==> config.mk <==
export PLATFORM = sky130hd
export DESIGN_NAME = load_store_unit
export DESIGN_NICKNAME = d
export VERILOG_FILES = /design/src/rtl/lsu_pkg.sv /design/src/rtl/lsu_lane.sv /design/src/rtl/load_store_unit.sv
export SDC_FILE = /design/constraint.sdc
export NUM_CORES = 1
export LEC_CHECK = 0
export CAP_MARGIN = 20
export CORE_MARGIN = 3
export CORE_UTILIZATION = 39
export CTS_CLUSTER_DIAMETER = 150
export DETAILED_ROUTE_END_ITERATION = 8
export HOLD_SLACK_MARGIN = 0.1
export PLACE_DENSITY_LB_ADDON = 0.3
export SYNTH_ARGS = -nofsm -noshare
export SYNTH_HDL_FRONTEND = slang
export SYNTH_SLANG_ARGS = --single-unit
==> constraint.sdc <==
create_clock -name clk -period 7.35 [get_ports clk]
set_input_delay 1.47 -clock clk [delete_from_list [all_inputs] [get_ports clk]]
set_output_delay 1.47 -clock clk [all_outputs]
set_load 0.03 [all_outputs]
==> src/rtl/lsu_pkg.sv <==
// rtl/lsu_pkg.sv - shared types and constants for the load/store unit
package lsu_pkg;

    typedef enum logic [1:0] {
        IDLE = 2'd0,
        REQ  = 2'd1,
        DONE = 2'd2
    } lsu_state_e;

    localparam logic [6:0] OP_LOAD  = 7'b0000011;
    localparam logic [6:0] OP_STORE = 7'b0100011;

    localparam logic [2:0] F3_B  = 3'b000;
    localparam logic [2:0] F3_H  = 3'b001;
    localparam logic [2:0] F3_W  = 3'b010;
    localparam logic [2:0] F3_BU = 3'b100;
    localparam logic [2:0] F3_HU = 3'b101;

endpackage

==> src/rtl/lsu_lane.sv <==
// rtl/lsu_lane.sv - byte-lane select, store replication, load extraction and access checks
module lsu_lane
    import lsu_pkg::*;
(
    input  logic [2:0]  funct3,
    input  logic        is_store,
    input  logic [1:0]  addr_lo,
    input  logic [31:0] store_data,
    input  logic [31:0] rdata,
    output logic [3:0]  sel,
    output logic [31:0] wdata,
    output logic [31:0] load_data,
    output logic        misaligned,
    output logic        illegal
);

    logic [7:0]  byte_v;
    logic [15:0] half_v;

    // Pick the addressed byte and halfword out of the returned word.
    always_comb begin
        byte_v = rdata[{addr_lo, 3'b000} +: 8];
        half_v = addr_lo[1] ? rdata[31:16] : rdata[15:0];
    end

    // Decode size/sign: enables, replicated store data, extended load data, faults.
    always_comb begin
        sel        = 4'b0000;
        wdata      = store_data;
        load_data  = 32'h0;
        misaligned = 1'b0;
        illegal    = 1'b0;
        case (funct3)
            F3_B, F3_BU: begin
                sel       = 4'b0001 << addr_lo;
                wdata     = {4{store_data[7:0]}};
                load_data = (funct3 == F3_B) ? {{24{byte_v[7]}}, byte_v} : {24'h0, byte_v};
                illegal   = is_store && (funct3 == F3_BU);
            end
            F3_H, F3_HU: begin
                sel        = addr_lo[1] ? 4'b1100 : 4'b0011;
                wdata      = {2{store_data[15:0]}};
                load_data  = (funct3 == F3_H) ? {{16{half_v[15]}}, half_v} : {16'h0, half_v};
                misaligned = addr_lo[0];
                illegal    = is_store && (funct3 == F3_HU);
            end
            F3_W: begin
                sel        = 4'b1111;
                wdata      = store_data;
                load_data  = rdata;
                misaligned = (addr_lo != 2'b00);
            end
            default: illegal = 1'b1;
        endcase
    end

endmodule

==> src/rtl/load_store_unit.sv <==
// rtl/load_store_unit.sv - one bus transaction per load/store with pipeline stall and writeback
module load_store_unit
    import lsu_pkg::*;
#(
    parameter int TIMEOUT = 16
) (
    input  logic        clk,
    input  logic        rst,
    input  logic        ex_valid,
    input  logic [6:0]  opcode,
    input  logic [2:0]  funct3,
    input  logic [4:0]  rd_in,
    input  logic [31:0] read_address,
    input  logic [31:0] write_address,
    input  logic [31:0] result,
    input  logic [31:0] bus_rdata,
    input  logic        bus_ack,
    output logic        bus_read,
    output logic        bus_write,
    output logic [31:0] bus_addr,
    output logic [31:0] bus_wdata,
    output logic [3:0]  bus_sel,
    output logic [31:0] reg_write,
    output logic [4:0]  rd,
    output logic        writeEnable,
    output logic        stall,
    output logic        err
);

    localparam int CW = $clog2(TIMEOUT + 1);

    lsu_state_e  state_q, state_d;
    logic [CW-1:0] cnt_q, cnt_d;
    logic [2:0]  funct3_q, funct3_d;
    logic        is_store_q, is_store_d;
    logic [1:0]  addr_lo_q, addr_lo_d;
    logic        bus_read_q, bus_read_d;
    logic        bus_write_q, bus_write_d;
    logic [31:0] bus_addr_q, bus_addr_d;
    logic [31:0] bus_wdata_q, bus_wdata_d;
    logic [3:0]  bus_sel_q, bus_sel_d;
    logic [31:0] reg_write_q, reg_write_d;
    logic [4:0]  rd_q, rd_d;
    logic        we_q, we_d;
    logic        err_q, err_d;

    logic        op_store;
    logic        mem_op;
    logic        in_idle;
    logic [31:0] acc_addr;
    logic [2:0]  lane_f3;
    logic        lane_store;
    logic [1:0]  lane_addr;
    logic [3:0]  lane_sel;
    logic [31:0] lane_wdata;
    logic [31:0] lane_load;
    logic        lane_misaligned;
    logic        lane_illegal;

    // The lane decoder sees the incoming instruction while idle and the held one afterwards.
    always_comb begin
        op_store   = (opcode == OP_STORE);
        mem_op     = ex_valid && ((opcode == OP_LOAD) || op_store);
        in_idle    = (state_q == IDLE);
        acc_addr   = op_store ? write_address : read_address;
        lane_f3    = in_idle ? funct3 : funct3_q;
        lane_store = in_idle ? op_store : is_store_q;
        lane_addr  = in_idle ? acc_addr[1:0] : addr_lo_q;
    end

    lsu_lane u_lane (
        .funct3     (lane_f3),
        .is_store   (lane_store),
        .addr_lo    (lane_addr),
        .store_data (result),
        .rdata      (bus_rdata),
        .sel        (lane_sel),
        .wdata      (lane_wdata),
        .load_data  (lane_load),
        .misaligned (lane_misaligned),
        .illegal    (lane_illegal)
    );

    // Next-state and next-output logic for the IDLE/REQ/DONE transaction sequencer.
    always_comb begin
        state_d     = state_q;
        cnt_d       = cnt_q;
        funct3_d    = funct3_q;
        is_store_d  = is_store_q;
        addr_lo_d   = addr_lo_q;
        bus_read_d  = bus_read_q;
        bus_write_d = bus_write_q;
        bus_addr_d  = bus_addr_q;
        bus_wdata_d = bus_wdata_q;
        bus_sel_d   = bus_sel_q;
        reg_write_d = reg_write_q;
        rd_d        = rd_q;
        we_d        = 1'b0;
        err_d       = 1'b0;
        case (state_q)
            IDLE: begin
                if (mem_op) begin
                    funct3_d    = funct3;
                    is_store_d  = op_store;
                    addr_lo_d   = acc_addr[1:0];
                    rd_d        = rd_in;
                    cnt_d       = '0;
                    bus_addr_d  = {acc_addr[31:2], 2'b00};
                    bus_sel_d   = lane_sel;
                    bus_wdata_d = lane_wdata;
                    if (lane_misaligned || lane_illegal) begin
                        err_d   = 1'b1;
                        state_d = DONE;
                    end else begin
                        bus_read_d  = !op_store;
                        bus_write_d = op_store;
                        state_d     = REQ;
                    end
                end
            end
            REQ: begin
                cnt_d = cnt_q + CW'(1);
                if (bus_ack) begin
                    bus_read_d  = 1'b0;
                    bus_write_d = 1'b0;
                    if (!is_store_q) begin
                        reg_write_d = lane_load;
                        we_d        = (rd_q != 5'd0);
                    end
                    state_d = DONE;
                end else if (cnt_q == CW'(TIMEOUT - 1)) begin
                    // Last permitted REQ cycle passed without an ack: abandon the access.
                    bus_read_d  = 1'b0;
                    bus_write_d = 1'b0;
                    err_d       = 1'b1;
                    state_d     = DONE;
                end
            end
            DONE: begin
                cnt_d   = '0;
                state_d = IDLE;
            end
            default: state_d = IDLE;
        endcase
    end

    // State and registered outputs; reset clears the bus strobes immediately.
    always_ff @(posedge clk or negedge rst) begin
        if (!rst) begin
            state_q     <= IDLE;
            cnt_q       <= '0;
            funct3_q    <= 3'b000;
            is_store_q  <= 1'b0;
            addr_lo_q   <= 2'b00;
            bus_read_q  <= 1'b0;
            bus_write_q <= 1'b0;
            bus_addr_q  <= 32'h0;
            bus_wdata_q <= 32'h0;
            bus_sel_q   <= 4'h0;
            reg_write_q <= 32'h0;
            rd_q        <= 5'd0;
            we_q        <= 1'b0;
            err_q       <= 1'b0;
        end else begin
            state_q     <= state_d;
            cnt_q       <= cnt_d;
            funct3_q    <= funct3_d;
            is_store_q  <= is_store_d;
            addr_lo_q   <= addr_lo_d;
            bus_read_q  <= bus_read_d;
            bus_write_q <= bus_write_d;
            bus_addr_q  <= bus_addr_d;
            bus_wdata_q <= bus_wdata_d;
            bus_sel_q   <= bus_sel_d;
            reg_write_q <= reg_write_d;
            rd_q        <= rd_d;
            we_q        <= we_d;
            err_q       <= err_d;
        end
    end

    assign bus_read    = bus_read_q;
    assign bus_write   = bus_write_q;
    assign bus_addr    = bus_addr_q;
    assign bus_wdata   = bus_wdata_q;
    assign bus_sel     = bus_sel_q;
    assign reg_write   = reg_write_q;
    assign rd          = rd_q;
    assign writeEnable = we_q;
    assign err         = err_q;
    assign stall       = (in_idle && mem_op) || (state_q == REQ);

endmodule

==> results of run 1 <==
==> per-layer routing <==
metal | share of wire [%] | vias to the layer above | wire length (microns) | global-route usage (%)
li1 | - | 2668 | - | -
met1 | 38 | 2755 | 7730 | 27.3
met2 | 49 | 293 | 9910 | 38.2
met3 | 11 | 26 | 2300 | 11.2
met4 | 1.7 | 0 | 351 | 6.18
met5 | 0 | - | 0 | 0
==> registers in the layout, summed over array words and instances (netlist names) <==
| register | cells |
|---|---|
| addr_lo_q | 2 |
| err | 1 |
| bus_addr | 30 |
| state_q | 2 |
| bus_wdata | 32 |
| funct3_q | 3 |
| bus_sel | 4 |
| bus_write | 1 |
| reg_write | 32 |
| rd | 5 |
| cnt_q | 5 |
| bus_read | 1 |
| writeEnable | 1 |
| is_store_q | 1 |
==> synthesized netlist by cell type, types with 3 or more instances <==
| cell type | instances | share of area, % |
|---|---|---|
| a211oi_1 | 23 | 2.8 |
| a21o_1 | 11 | 1.3 |
| a21oi_1 | 8 | 0.65 |
| a222oi_1 | 16 | 2.6 |
| a31oi_1 | 3 | 0.30 |
| and3_1 | 3 | 0.30 |
| buf_1 | 4 | 0.24 |
| buf_2 | 10 | 0.81 |
| buf_4 | 5 | 0.61 |
| buf_6 | 3 | 0.55 |
| clkbuf_1 | 26 | 1.6 |
| dfrtp_1 | 120 | 49 |
| mux2_2 | 26 | 4.7 |
| mux2i_1 | 62 | 10 |
| nand2_1 | 86 | 5.2 |
| nand2b_1 | 3 | 0.30 |
| nand3_1 | 5 | 0.40 |
| nor2_1 | 19 | 1.2 |
| nor2b_1 | 3 | 0.30 |
| nor3_1 | 5 | 0.40 |
| nor4_1 | 3 | 0.30 |
| o211ai_1 | 10 | 1.2 |
| o21ai_0 | 74 | 6.0 |
| o21ai_1 | 11 | 0.89 |
| or3_1 | 4 | 0.40 |
==> kinds of logic after synthesis <==
kind of cell	count (synthesis)	share of synthesized area [%]
compound gates	185	20.7
flops	120	48.6
other cells	1	0.0607
simple gates	147	11.3
fa+ha+maj	2	0.405
buf+inv	50	3.91
mux	89	15.0
==> power breakdown <==
part           internal (mW)  leakage [nW]  total, mW  switching (mW)
Clock                  0.584         0.312      0.872           0.288
Combinational          0.245          2.28      0.529           0.284
Sequential             0.736          1.61      0.787          0.0508
==> stage by stage <==
stage	instances	instance area (sq um)	hold WS [ns]
finish	1050	9480	0.471
global route	1050	9480	0.506
CTS	1049	9460	0.479
detailed placement	1018	8830	0.467
global placement	1018	8830	0.461
floorplan	595	6180	0.441
==> how the worst max path moves through the flow <==
stage / depth (start not counted) / end / slack (ns) / startpoint
2_1_floorplan: 7 / stall / 2.74 / opcode[2]
3_3_place_gp: 5 / stall / 2.15 / opcode[4]
3_5_place_dp: 5 / stall / 2.12 / opcode[4]
4_1_cts: 5 / stall / 2.11 / opcode[4]
5_1_grt: 5 / stall / 1.97 / opcode[4]
6_report: 5 / stall / 2.14 / opcode[4]
==> final cells by class <==
type / instances / area, sq um / area share, %
Tap cell: 211 / 264 / 2.79
Clock buffer: 24 / 512 / 5.40
Inverter: 2 / 7.51 / 0.0792
Sequential cell: 120 / 3000 / 31.7
Multi-Input combinational cell: 425 / 2970 / 31.4
Clock inverter: 7 / 114 / 1.20
Timing Repair Buffer: 261 / 2610 / 27.5
==> critical path: cells and delay by family <==
family,cells,cell delay (ns)
AND/OR/NAND/NOR,3,1.13
buffers and inverters,2,1.14
==> metrics.md, run 1 <==
| Metric | Value |
|---|---|
| Tot GR Track Use | between 20 and 25% |
| Drt wl/cell | 19.3 microns |
| Setup Buffers After CTS | 0 |
| Yosys reg bits | 120 |
| Slowest cell on crit path | clkdlybuf4s50_1 |
| Min-Delay Startpoint | bus_wdata[30] |
| Number of port buffers | around 250 |
| Design Power | roughly 2.2 mW |
| Most frequent cells in the layout | 253 x clkdlybuf4s50_1, 120 x dfrtp_1, 85 x nand2_1 |
| RSZ-0062 raised after global routing | no |
| Final WL | between 20000 and 25000 microns |
| Tcrit/Tclk final | a little over two thirds |
| Outcome | finished, final reports clean |
| Num Clock Sinks | between 100 and 150 |
| Vias | about 5.7k |
| Initial antenna violation count | 0 |
| WS Path Type | primary input to output pin |
| Hold depth | 1 |
| Final Hold Fails | 0 |
| Placeable Area | approximately 15000 sq um |
| Worst reg2reg path endpoint | reg_write[9] |
| Die area | between 15000 and 20000 sq um |
| Filler cell count | between 1k and 1.5k |
| Sequential share of the synthesized area | between 40% and 50% |
| Max incr delay on CP | roughly 0.69 ns |
| Min Tclk post-route | 5.21 ns |
| DR vias/cell | between 5 and 6 |
| DRC viols | 0 |
| Endpoint class of the critical path | output pin |
| Maximum root-to-sink buffer count | 2 |
| Total Neg Setup Slack | 0 ns |
| DRT Pass-1 Iters | 7 |
| Commonest non-fill, non-tap cell in the layout | clkdlybuf4s50_1 |
| First-pass GRT wire length | approximately 32000 microns |
| CTS tree | yes |
| DPL Wire Length | around 15000 microns |
| Post-synth top flop | dfrtp_1 |
| Clock skew | roughly 0.0081 ns |
| Arr. time, crit path | ~3.7 ns |
| Starting Density | between 40% and 50% |
| Min-Delay Path Class | register to register |
| CTS HTree Levels | 4 |
| P_leak | 4.20 nW |
| Worst-path maximum fanout | 50 |
| Core Util, Final | roughly 62% |
| Most common cell on crit path | clkdlybuf4s50_1 |
| Vias in the first global route | between 5k and 6k |
| Nets | a little under 1k |
| ANT nets after route | 0 |
| Measured slew at the worst slew-check pin | approximately 1.0 ns |
| Chip height | ~130 microns |
| Gr ovfl total | 0 |
| PostCTS Resize Cnt | 0 |
| Clk_lat worst skew | 0.42 ns |
| Slew margin rel. | around 29% |
| Root buf cell | clkbuf_16 |
| Worst Path Required | slightly below 6 ns |
| Worst r2r path cells | 6 |
| Die W | roughly 130 microns |
| Yosys cell types | 64 |
| Worst setup SP type | primary input |
| P&R area growth vs syn | 53.3% |
| Post-Syn Area | roughly 6000 sq um |
| Layout cell share with drive strength beyond 1 | roughly a tenth |
| Pwr/cell area | between 200 and 250 nW/um^2 |
| WHS Endpoint | bus_wdata[30] |
| Worst r2r src | state_q[0] |
| Max frequency | 0.192 GHz |
| Flop-to-flop setup slack | 3.78 ns |
| Post-Synthesis Cells | approximately 590 |
| Worst-path clk slew | around 0.050 ns |
| Post-synth EDFFs | 0 |
| DRT iter0 DRCs | 575 |
| Worst vdd ir | approximately 0.00018 V |
| Ys async rst share | 100% |
| Endpoints failing setup | 0 |
| Syn. warnings | 0 |
| Post-Place Setup Slack | ~2.1 ns |
| Synth Area per Inst | roughly 10 sq um |
| Antenna cell count | 0 |
| Final slew viol count | 0 |
| CTS Buf Count | 17 |
| Setup WS post-layout | between 2 and 2.5 ns |
| Largest net degree at the start of global routing | 92 |
| I/O pin count | between 200 and 300 |
| FP Rows | between 40 and 50 |
| CP cell instances | clkdlybuf4s50_1, nor3b_1, nand3_4, nand2_1, clkdlybuf4s50_1 |
| Gp weighted congestion | approximately 0.86 |
| Hold_buf cts | 0 |
| MaxCap Viol Count | 0 |
No activity file was read; power rests on OpenSTA's default activity.
==> run 2: changes to the inputs <==
==> constraint.sdc (replaced) <==
create_clock -name clk -period 4.5 [get_ports clk]
set_input_delay 0.9 -clock clk [delete_from_list [all_inputs] [get_ports clk]]
set_output_delay 0.9 -clock clk [all_outputs]
set_load 0.03 [all_outputs]
==> metrics.md, run 2 (synthesis gave the netlist of run 1 again) <==
| Metric | Value |
|---|---|
| DP Cell Count | 1022 (+0.39%) |
| Fin cells | 1054 (+0.38%) |
| Initial antenna violation count | 0 (unchanged) |
| Core Util, Final | 62.3% (+0.68 points) |
| Tcrit/Tclk final | about four fifths |
| Setup WS post-layout | 0.915 ns (-1.23 ns) |
| Final WL | 20200 microns (-0.46%) |
| Total Neg Setup Slack | 0 ns (unchanged) |
| P_leak | 4.25 nW (+1.1%) |
| PostCTS Resize Cnt | 0 (unchanged) |
| Finished Cell Area | 9580 sq um (+1.1%) |
| CTS tree | yes |
| Clock skew | 0.00511 ns (-0.00301 ns) |
| Min Tclk post-route | about 3.6 ns |
| DRT iter0 DRCs | 392 (-32%) |
| Largest net degree at the start of global routing | 95 (+3.3%) |
| CTS HTree Levels | 4 (unchanged) |
| Chip height | 132 microns (unchanged) |
| Post-Place Setup Slack | 0.853 ns (-1.27 ns) |
| Slew margin rel. | 36.8% (+7.8 points) |
| Die W | 132 microns (unchanged) |
| Number of port buffers | 254 (unchanged) |
| First-pass GRT wire length | 32000 microns (-0.96%) |
| Outcome | finished, final reports clean |
| Sequential Power Share | 33.9% (-2.1 points) |
| Psw | 1.06 mW (+71%) |
| Num Clock Sinks | 120 (unchanged) |
| Endpoint class of the critical path | output pin |
| Sw Ratio | 28.1% (-0.32 points) |
| Worst-path clk slew | 0.05 ns (about the same) |
| Placeable Area | 15400 sq um (unchanged) |
| RSZ-0062 raised after global routing | no |
| Gr ovfl total | 0 (unchanged) |
| Clock power frac | 43.1% (+3.3 points) |
| Hold_buf cts | 0 (unchanged) |
| P&R area growth vs syn | 55.0% |
| DPL Wire Length | 14700 microns (+0.24%) |
| Pwr/cell area | 395 nW/um^2 (+71%) |
| Final Hold Fails | 0 (unchanged) |
| Filler cell count | 1248 (-0.48%) |
| Worst-path maximum fanout | 3 (-94%) |
| FF/Latch Area | 3000 sq um (unchanged) |
| Antenna cell count | 0 (unchanged) |
| Most frequent cells in the layout | 253 x clkdlybuf4s50_1, 120 x dfrtp_1, 85 x nand2_1 |
| Tot GR Track Use | 23.1% (-0.10 points) |
| Max frequency | between 0.2 and 0.3 GHz |
| CTS Buf Count | 17 (unchanged) |
| Vias in the first global route | 5848 (-0.58%) |
| Layout cell share with drive strength beyond 1 | 10.6% (+0.55 points) |
| Vias | 5696 (-0.80%) |
| Worst Path Required | 3.60 ns (-2.28 ns) |
| Nets | 979 (+0.31%) |
| Comb power frac | 23.0% (-1.2 points) |
| Setup Buffers After CTS | 0 (unchanged) |
| Worst setup SP type | primary input |
| DRC viols | 0 (unchanged) |
| Commonest non-fill, non-tap cell in the layout | clkdlybuf4s50_1 |
| Measured slew at the worst slew-check pin | 0.941 ns (-0.103 ns) |
| MaxCap Viol Count | 0 (unchanged) |
| Post-DP Area | 8870 sq um (+0.48%) |
| Gp weighted congestion | 0.833 (-2.7%) |
| Min-Delay Path Class | register to register |
| Root buf cell | clkbuf_16 |
| Worst vdd ir | 0.000252 V (+44%) |
| I/O pin count | 257 (unchanged) |
| Multi-input logic area | 2970 sq um (unchanged) |
| FP Rows | 45 (unchanged) |
| Int Pwr | 2.72 mW (+74%) |
| WS Path Type | primary input to output pin |
| Starting Density | 40.2% (unchanged) |
| Arr. time, crit path | 2.68 ns (-1.06 ns) |
| Maximum root-to-sink buffer count | 2 (unchanged) |
| DR vias/cell | 5.40 (-1.2%) |
| Clk_lat worst skew | 0.42 ns (about the same) |
| Endpoints failing setup | 0 (unchanged) |
| ANT nets after route | 0 (unchanged) |
| Die area | 17400 sq um (unchanged) |
| Drt wl/cell | 19.2 microns (-0.84%) |
| Final slew viol count | 0 (unchanged) |
| DRT Pass-1 Iters | 5 (-2) |
==> run 2: cell types whose count changed in the layout (fill, tap and decap cells not counted), sizes merged <==
cell    change
inv         +2
bufinv      +4
buf         +3
clkinv      +1
clkbuf      -6
==> run 2: area by class of cell <==
| cell class | instances | area share, % |
|---|---|---|
| clock buffers | 18 | 4.58 |
| clock inverters | 14 | 2.79 |
| inverters | 2 | 0.0783 |
| multi-input cells | 425 | 31.0 |
| flip-flops and latches | 120 | 31.3 |
| well taps | 211 | 2.76 |
| repair buffers | 264 | 27.4 |
==> run 2: worst paths after layout <==
| path | slack (ns) | to | from | cells after the start |
|---|---|---|---|---|
| max | 0.92 | stall | opcode[4] | 5 |
| min reg2reg | 0.47 | bus_addr[4] | bus_addr[4] | 2 |
| max in group asynchronous | 3.15 | bus_wdata[10] | rst | 2 |
| max reg2reg | 1.14 | reg_write[1] | state_q[0] | 6 |
| min | 0.47 | bus_addr[4] | bus_addr[4] | 2 |
| min in group asynchronous | 0.54 | addr_lo_q[0] | rst | 1 |
==> run 2: routing by layer <==
| layer | GRT usage [%] | part of all wire [%] | up-vias |
|---|---|---|---|
| met5 | 0 | 0 | - |
| met1 | 27.3 | 40 | 2693 |
| met3 | 9.62 | 11 | 33 |
| li1 | - | - | 2683 |
| met2 | 38.1 | 48 | 287 |
| met4 | 8.17 | 2.2 | 0 |
==> run 2: critical path: stages <==
cell,delay [ns]
clkdlybuf4s50_1,0.45
nor3b_1,0.44
nand3_4,0.11
nand2_1,0.11
clkdlybuf4s50_1,0.68
==> run 2: power by group through the flow <==
| stage | Clock [mW] | Combinational (mW) | Sequential, mW |
|---|---|---|---|
| after floorplan | 0 | 0.208 | 1.50 |
| after detailed placement | 0 | 0.873 | 1.30 |
| after global placement | 0 | 0.857 | 1.29 |
| final | 1.63 | 0.869 | 1.28 |
| after global routing | 1.70 | 0.925 | 1.30 |
| after CTS | 1.66 | 0.876 | 1.28 |
==> run 2: through the flow <==
stage | total power [mW] | hold slack [ns]
after floorplan | 1.70 | 0.441
after CTS | 3.82 | 0.480
after global routing | 3.93 | 0.499
after global placement | 2.15 | 0.460
final | 3.78 | 0.473
after detailed placement | 2.17 | 0.467
